## config.mk

```make
export PLATFORM = sky130hd
export DESIGN_NAME = ifu_fetch
export DESIGN_NICKNAME = d
export VERILOG_FILES = /design/src/rtl/ifu_fetch.sv
export SDC_FILE = /design/constraint.sdc
export NUM_CORES = 1
export LEC_CHECK = 0
export CAP_MARGIN = 20
export CORE_MARGIN = 4
export CORE_UTILIZATION = 40
export CTS_BUF_LIST = sky130_fd_sc_hd__clkbuf_8
export CTS_CLUSTER_DIAMETER = 100
export DETAILED_ROUTE_END_ITERATION = 8
export GPL_TIMING_DRIVEN = 0
export PLACE_DENSITY_LB_ADDON = 0.1
export SLEW_MARGIN = 0
export SYNTH_ARGS = -nofsm -noshare
export SYNTH_HDL_FRONTEND = slang
export SYNTH_SLANG_ARGS = --single-unit
```

## constraint.sdc

```tcl
create_clock -name clk -period 7.1 [get_ports clk]
set_input_delay 1.065 -clock clk [delete_from_list [all_inputs] [get_ports clk]]
set_output_delay 1.065 -clock clk [all_outputs]
set_load 0.02 [all_outputs]
```

## src/rtl/ifu_fetch.sv

```systemverilog
`default_nettype none
// ============================================================================
// Module  : ifu_fetch
// Brief   : Instruction fetch stage. It owns the fetch PC, reads the
//           combinational instruction ROM and queues {pc, inst} pairs in a
//           small in-order buffer that feeds decode over valid/ready.
// Rev     : 1.0  initial release
// ============================================================================
module ifu_fetch #(
    parameter logic [31:0] RESET_PC = 32'h8000_0000,
    parameter int          DEPTH    = 2
) (
    input  logic        clk,
    input  logic        rst_n,
    output logic [31:0] imem_pc,
    input  logic [31:0] imem_inst,
    input  logic        redirect_valid,
    input  logic [31:0] redirect_pc,
    input  logic        halt,
    output logic        out_valid,
    input  logic        out_ready,
    output logic [31:0] out_pc,
    output logic [31:0] out_inst,
    output logic [31:0] fetch_cnt
);

    localparam int                 c_PTR_W = $clog2(DEPTH);
    localparam int                 c_CNT_W = c_PTR_W + 1;
    localparam logic [c_CNT_W-1:0] c_DEPTH = c_CNT_W'(DEPTH);

    logic [31:0]        r_fetch_pc;
    logic [31:0]        r_fetch_cnt;
    logic [c_PTR_W-1:0] r_rd_ptr;
    logic [c_PTR_W-1:0] r_wr_ptr;
    logic [c_CNT_W-1:0] r_count;
    logic [31:0]        r_buf_pc   [DEPTH];
    logic [31:0]        r_buf_inst [DEPTH];

    logic w_pop;
    logic w_push;
    logic w_unused_bits;

    // out_valid comes straight from the count so it drops the moment reset asserts.
    assign out_valid = (r_count != '0);
    assign w_pop     = out_valid & out_ready;
    assign w_push    = ~redirect_valid & ~halt & ((r_count < c_DEPTH) | w_pop);

    assign imem_pc       = r_fetch_pc;
    assign fetch_cnt     = r_fetch_cnt;
    assign out_pc        = out_valid ? r_buf_pc[r_rd_ptr]   : 32'h0;
    assign out_inst      = out_valid ? r_buf_inst[r_rd_ptr] : 32'h0;
    assign w_unused_bits = ^redirect_pc[1:0];

    always_ff @(posedge clk or negedge rst_n) begin
        if (!rst_n) begin
            r_fetch_pc  <= RESET_PC;
            r_fetch_cnt <= 32'h0;
            r_rd_ptr    <= '0;
            r_wr_ptr    <= '0;
            r_count     <= '0;
        end else if (redirect_valid) begin
            // A concurrent pop is simply absorbed by the flush.
            r_fetch_pc <= {redirect_pc[31:2], 2'b00};
            r_rd_ptr   <= '0;
            r_wr_ptr   <= '0;
            r_count    <= '0;
        end else begin
            if (w_pop) begin
                r_rd_ptr <= r_rd_ptr + c_PTR_W'(1);
            end
            if (w_push) begin
                r_wr_ptr    <= r_wr_ptr + c_PTR_W'(1);
                r_fetch_pc  <= r_fetch_pc + 32'd4;
                r_fetch_cnt <= r_fetch_cnt + 32'd1;
            end
            case ({w_push, w_pop})
                2'b10:   r_count <= r_count + c_CNT_W'(1);
                2'b01:   r_count <= r_count - c_CNT_W'(1);
                default: r_count <= r_count;
            endcase
        end
    end

    // Storage needs no reset: entries are only visible while counted.
    always_ff @(posedge clk) begin
        if (w_push) begin
            r_buf_pc[r_wr_ptr]   <= r_fetch_pc;
            r_buf_inst[r_wr_ptr] <= imem_inst;
        end
    end

endmodule
`default_nettype wire

```

==> out/metrics.csv, run 1 <==
stage,metric,value,unit
worst_setup_path,Crit Path Class,flip-flop to output port,
worst_setup_path,critical-path cell list,clkbuf_1 > buf_2 > mux2i_1 > nor2_1 > clkdlybuf4s50_1,
cts,cts repair resizes,0,
final_layout,fin nets,899,
routing,Routed WL per cell,17.07,um
timing,post-route setup slack,3418,ps
worst_setup_path,Slowest Stage Delay on Critical Path,620,ps
job,max_cap viols,0,
die,io pins,198,
worst_setup_path,Arrival @ worst endpoint,2620,ps
placed_design,IO buf count,190,
worst_hold_path,hold path start,fetch_cnt[26],
die,die width,149.9,um
final_layout,most frequent cells in the layout,"clkdlybuf4s50_1 (189), edfxtp_1 (124), nor2_1 (82), dfrtp_1 (65), mux2i_1 (63)",
global_routing,routing usage on met3,0.04967,
timing,final critical-path share of the clock period,0.5186,
timing,RSZ-0062 raised after global routing,false,
cts,Clock Latency Late Sink,450,ps
yosys,YS warnings,0,
routing,Detailed Route WL,18.91,mm
routing,Final ANT Viol Nets,0,
placed_design,placer congestion estimate,0.7902,
die,Core Footprint,19650,um2
yosys,Yosys reg bits,190,
worst_setup_path,Crit Path Max Fanout,10,
outcome,status,"complete, no violations",
yosys,Yosys top cell by area,edfxtp_1,
global_routing,met2 usage,0.2940,
global_routing,GRT Total Usage,0.1721,
final_layout,share of layout cells above drive strength 1,0.07610,
cts,CTS sink cnt,190,
yosys,Synth top area share,0.4622,
routing,Initial DRC Count,223,
placed_design,dpl ws,3617,ps
timing,Worst-Margin Slew,935.6,ps
routing,drt first pass iters,4,
final_layout,Area Growth Syn to Fin,33.86,%
cts,TritonCTS clock tree,yes,
worst_setup_path,end of the worst register-to-register path,imem_pc[30],
die,cell row count,51,
worst_hold_path,hold worst-path end,fetch_cnt[26],
yosys,Post-Syn Area,8056,um2
routing,Via Count,5377,
global_routing,pin count of the biggest net entering global routing,67,
timing,setup TNS,0,ps
final_layout,Layout fillers,1724,
timing,final critical-path required period,3682,ps
worst_setup_path,R2R setup slack,4890,ps
worst_setup_path,Critical Path RT,6030,ps
cts,root buffer cell,clkbuf_8,
cts,Num CTS Buffers,17,
global_routing,Top Usage Layer GRT,met2,
placed_design,detailed placement HPWL,13.43,mm
final_layout,Sequential Area,5376,um2
timing,final-report hold violation count,0,
global_routing,initial antenna violation count,2,
global_routing,first-pass GRT wire length,30.02,mm
yosys,Yosys cell types,48,
cts,Post-CTS Hold Fix Bufs,0,
power_and_ir_drop,leak pwr,0.003851,uW
timing,fmax,271.6,MHz
die,die footprint,22480,um2
worst_setup_path,RR Startpoint,imem_pc[2],
yosys,"Seq/Total Area, Yosys",0.6673,
yosys,synthesized instance count,613,
cts,H-tree depth,4,
yosys,top_reg_cell synth,edfxtp_1,
final_layout,area of the multi-input gates,2545,um2
worst_setup_path,worst reg2reg path depth,6,
timing,max_slew headroom,0.3762,
yosys,Area contributors post-synth,"edfxtp_1 (46%), dfrtp_1 (20%), mux2i_1 (7.8%)",
power_and_ir_drop,Max rail drop VDD,184.0,uV
worst_setup_path,critical path startpoint category,flip-flop,
timing,Final setup violation count,0,
final_layout,"commonest non-fill, non-tap cell in the layout",clkdlybuf4s50_1,
worst_hold_path,min-delay worst type,flip-flop to flip-flop,
timing,clk_skew,9.726,ps
yosys,number of flops mapped to enable cells by yosys,124,
routing,vias per std cell,4.853,
die,die span in y,149.9,um
global_routing,gr ovfl total,0,
cts,Clock Pin Slew Worst Setup and Hold Paths,100,ps
global_routing,vias in the first global route,5659,
global_routing,met1 Use GR,0.2140,
worst_setup_path,"Slowest-stage cell, CP",clkdlybuf4s50_1,
worst_hold_path,Hold Path Depth,1,
power_and_ir_drop,pwr dens,231.3,nW/um2
yosys,Mapped Avg Cell Area,13.14,um2
cts,postcts setup bufs,0,
timing,Final Slew Violations,0,
routing,DRC viols,0,
die,initial core utilization,0.4099,
yosys,ys async rst share,0.3474,
worst_setup_path,CP Capture Type,output port,
cts,Max clock buf depth,2,
-- worst max-delay path by stage --
stage	startpoint	endpoint	cells after the start
finish	r_rd_ptr	out_pc[5]	5
global route	r_rd_ptr	out_pc[24]	5
CTS	r_count[0]	out_pc[16]	4
detailed placement	r_count[1]	out_pc[16]	4
global placement	out_ready	r_buf_inst[0][10]	4
floorplan	halt	r_buf_inst[0][0]	4
-- stage by stage --
step	hold WS [ps]	utilization	std cells	instance area (um2)	power (uW)
after floorplan	523.8	-	616	8068	1556
after global placement	462.5	0.5241	1071	10300	1782
after detailed placement	485.3	0.5267	1073	10350	1792
after CTS	507.4	0.5479	1105	10770	2525
after global routing	529.2	0.5487	1108	10780	2613
final	501.3	0.5487	1108	10780	2495
-- cell usage after synthesis (4+ instances only) --
master,count
mux2i_1,63
and3_1,9
dfrtp_1,65
xor2_1,25
o21ai_0,28
buf_2,7
a31oi_1,4
nand3_1,23
inv_1,5
nand2_1,56
buf_4,5
edfxtp_1,124
xnor2_1,30
and2_1,6
or3_1,4
nand4_1,16
nor2_1,83
clkbuf_1,13
and4_1,4
-- worst max-delay path, delay by kind of cell, from the launching register on --
family,cells,cell delay [ps]
muxes,1,130
and+or+nand+nor,1,120
DFF,1,330
buffers and inverters,3,1590
-- registers in the layout, indices dropped and copies added (netlist names) --
| signal | cells |
|---|---|
| r_buf_inst | 64 |
| r_buf_pc | 60 |
| fetch_cnt | 32 |
| imem_pc | 30 |
| r_count | 2 |
| r_rd_ptr | 1 |
| r_wr_ptr | 1 |
-- power breakdown --
part | leakage [uW] | internal [uW] | total [uW] | switching [uW]
Sequential | 0.00199 | 1250 | 1320 | 64.0
Combinational | 0.00165 | 212 | 444 | 233
Clock | 0.000206 | 326 | 731 | 405
Total | 0.00385 | 1790 | 2490 | 702
-- final cells by class --
class | instances | area share
Multi-Input combinational cell | 393 | 0.2360
Timing Repair Buffer | 193 | 0.1809
Clock buffer | 17 | 0.02170
Antenna cell | 2 | 0.0004641
Inverter | 6 | 0.002088
Tap cell | 265 | 0.03075
Buffer | 27 | 0.01265
Sequential cell | 190 | 0.4985
Clock inverter | 15 | 0.01694
-- metal layers --
layer	wire (um)	part of all wire
met1	7916	0.42
met5	0	0
met3	1225	0.065
met4	146	0.0077
met2	9623	0.51
-- logic make-up after synthesis --
logic type               Yosys count  share of synthesized area
AND/OR/NAND/NOR                  228                     0.1412
flip-flops                       190                     0.6673
multiplexers                      65                    0.08107
XOR/XNOR                          55                    0.05979
AO/OA/AOI/OAI                     39                    0.02733
buffers and inverters             33                    0.01972
adder cells (fa/ha/maj)            2                   0.003106
other                              1                  0.0004655
No activity file was read; power rests on OpenSTA's default activity.
==> inputs of run 2 (changes only) <==
- clock period: 7.1 -> 3.6 ns (I/O delays scaled with it)
==> out/metrics.csv, run 2 (synthesis results as in run 1) <==
stage,metric,value,unit,change
global_routing,first-pass GRT wire length,30.24,mm,was 30.02 mm
final_layout,Area Growth Syn to Fin,33.89,%,was 33.86%
timing,clk_skew,9.969,ps,was 9.726 ps
final_layout,most frequent cells in the layout,"clkdlybuf4s50_1 (189), edfxtp_1 (124), nor2_1 (82), dfrtp_1 (65), mux2i_1 (63)",,unchanged
cts,TritonCTS clock tree,yes,,unchanged
power_and_ir_drop,pwr dens,450.6,nW/um2,was 231.3 nW/um2
die,io pins,198,,unchanged
die,cell row count,51,,unchanged
timing,final critical-path share of the clock period,0.9111,,
timing,Final Slew Violations,0,,unchanged
worst_setup_path,Crit Path Class,flip-flop to output port,,unchanged
die,die footprint,22480,um2,unchanged
die,Core Footprint,19650,um2,unchanged
timing,fmax,304.9,MHz,
global_routing,GRT Total Usage,0.1738,,was 0.1721
worst_setup_path,critical path startpoint category,flip-flop,,unchanged
power_and_ir_drop,Max rail drop VDD,322.2,uV,was 184.0 uV
final_layout,fin nets,900,,was 899
routing,vias per std cell,4.910,,was 4.853
routing,Via Count,5435,,was 5377
worst_setup_path,CP Capture Type,output port,,unchanged
worst_setup_path,Critical Path RT,3060,ps,was 6030 ps
cts,postcts setup bufs,0,,unchanged
power_and_ir_drop,leak pwr,0.003845,uW,was 0.003851 uW
job,max_cap viols,0,,unchanged
final_layout,final core occ,0.5488,,was 0.5487
power_and_ir_drop,Total Power,4860,uW,was 2495 uW
placed_design,dpl ws,555.5,ps,was 3617 ps
cts,CTS sink cnt,190,,unchanged
cts,cts repair resizes,0,,unchanged
cts,Num CTS Buffers,17,,unchanged
routing,Detailed Route WL,19.17,mm,was 18.91 mm
final_layout,antenna cell count,0,,was 2
die,initial core utilization,0.4099,,unchanged
global_routing,vias in the first global route,5667,,was 5659
worst_setup_path,Crit Path Max Fanout,10,,unchanged
timing,hold slack,202.5,ps,was 501.3 ps
timing,Final setup violation count,0,,unchanged
routing,Initial DRC Count,266,,was 223
global_routing,gr ovfl total,0,,unchanged
global_routing,initial antenna violation count,0,,was 2
placed_design,placer congestion estimate,0.7856,,was 0.7902
final_layout,share of layout cells above drive strength 1,0.07838,,was 0.07610
timing,final-report hold violation count,0,,unchanged
routing,Final ANT Viol Nets,0,,unchanged
timing,Worst-Margin Slew,895.9,ps,was 935.6 ps
cts,H-tree depth,4,,unchanged
die,die span in y,149.9,um,unchanged
cts,Max clock buf depth,2,,unchanged
cts,Clock Latency Late Sink,450,ps,about the same
worst_setup_path,RR Startpoint,imem_pc[2],,unchanged
worst_setup_path,Arrival @ worst endpoint,2740,ps,was 2620 ps
cts,root buffer cell,clkbuf_8,,unchanged
cts,Post-CTS Hold Fix Bufs,0,,unchanged
routing,Routed WL per cell,17.31,um,was 17.07 um
global_routing,pin count of the biggest net entering global routing,67,,unchanged
placed_design,IO buf count,190,,unchanged
timing,max_slew headroom,0.4027,,was 0.3762
outcome,status,"complete, no violations",,unchanged
final_layout,"commonest non-fill, non-tap cell in the layout",clkdlybuf4s50_1,,unchanged
final_layout,max reg flops,64,,unchanged
routing,drt first pass iters,4,,unchanged
placed_design,detailed placement HPWL,13.59,mm,was 13.43 mm
worst_setup_path,crit path from,r_count[1],,was r_rd_ptr
final_layout,"Most flops, register",r_buf_inst,,unchanged
worst_hold_path,min-delay worst type,input port to async pin,,was flip-flop to flip-flop
routing,DRC viols,0,,unchanged
timing,setup TNS,0,ps,unchanged
timing,post-route setup slack,320.1,ps,was 3418 ps
timing,RSZ-0062 raised after global routing,false,,unchanged
cts,Clock Pin Slew Worst Setup and Hold Paths,100,ps,about the same
die,die width,149.9,um,unchanged
timing,final critical-path required period,3280,ps,
run 2: power breakdown:
group          total (uW)  switching, uW  internal [uW]
sequential           2600            124           2470
clock                1380            807            571
combinational         884            463            421
run 2: path summary, 6_finish.rpt:
kind                       slack, ps  cells after the start             to
max                              320                      5   out_inst[25]
min                              200                      1    imem_pc[28]
max reg2reg                     1360                      6    imem_pc[30]
min reg2reg                      500                      1  fetch_cnt[25]
max in group asynchronous       2810                      1   fetch_cnt[7]
min in group clk                 450                      3     r_count[0]
run 2: worst max-delay path, stage by stage, from the launching register on:
cell and delay (ps):
dfrtp_1 450, nor2_1 560, buf_6 230, clkbuf_1 380
nor2_1 120, clkdlybuf4s50_1 560
run 2: layer usage:
layer	GRT usage	wire [um]
met5	0	0
met4	0.04392	236
met3	0.04664	1167
met2	0.2926	9506
met1	0.2239	8254
run 2: final cells by class:
cell class / count / area [um2]
inverter: 6 / 22.52
clock buffer: 17 / 234.0
multi-input combinational: 393 / 2545
timing repair buffer: 194 / 1986
sequential: 190 / 5376
buffer: 27 / 136.4
clock inverter: 15 / 155.1
tap: 265 / 331.6
fill: 1724 / 8867
run 2: metrics by stage:
step	area [um2]	instances
2_1_floorplan	8070	616
6_report	10790	1107
3_5_place_dp	10390	1074
3_3_place_gp	10300	1071
4_1_cts	10780	1106
5_1_grt	10790	1107
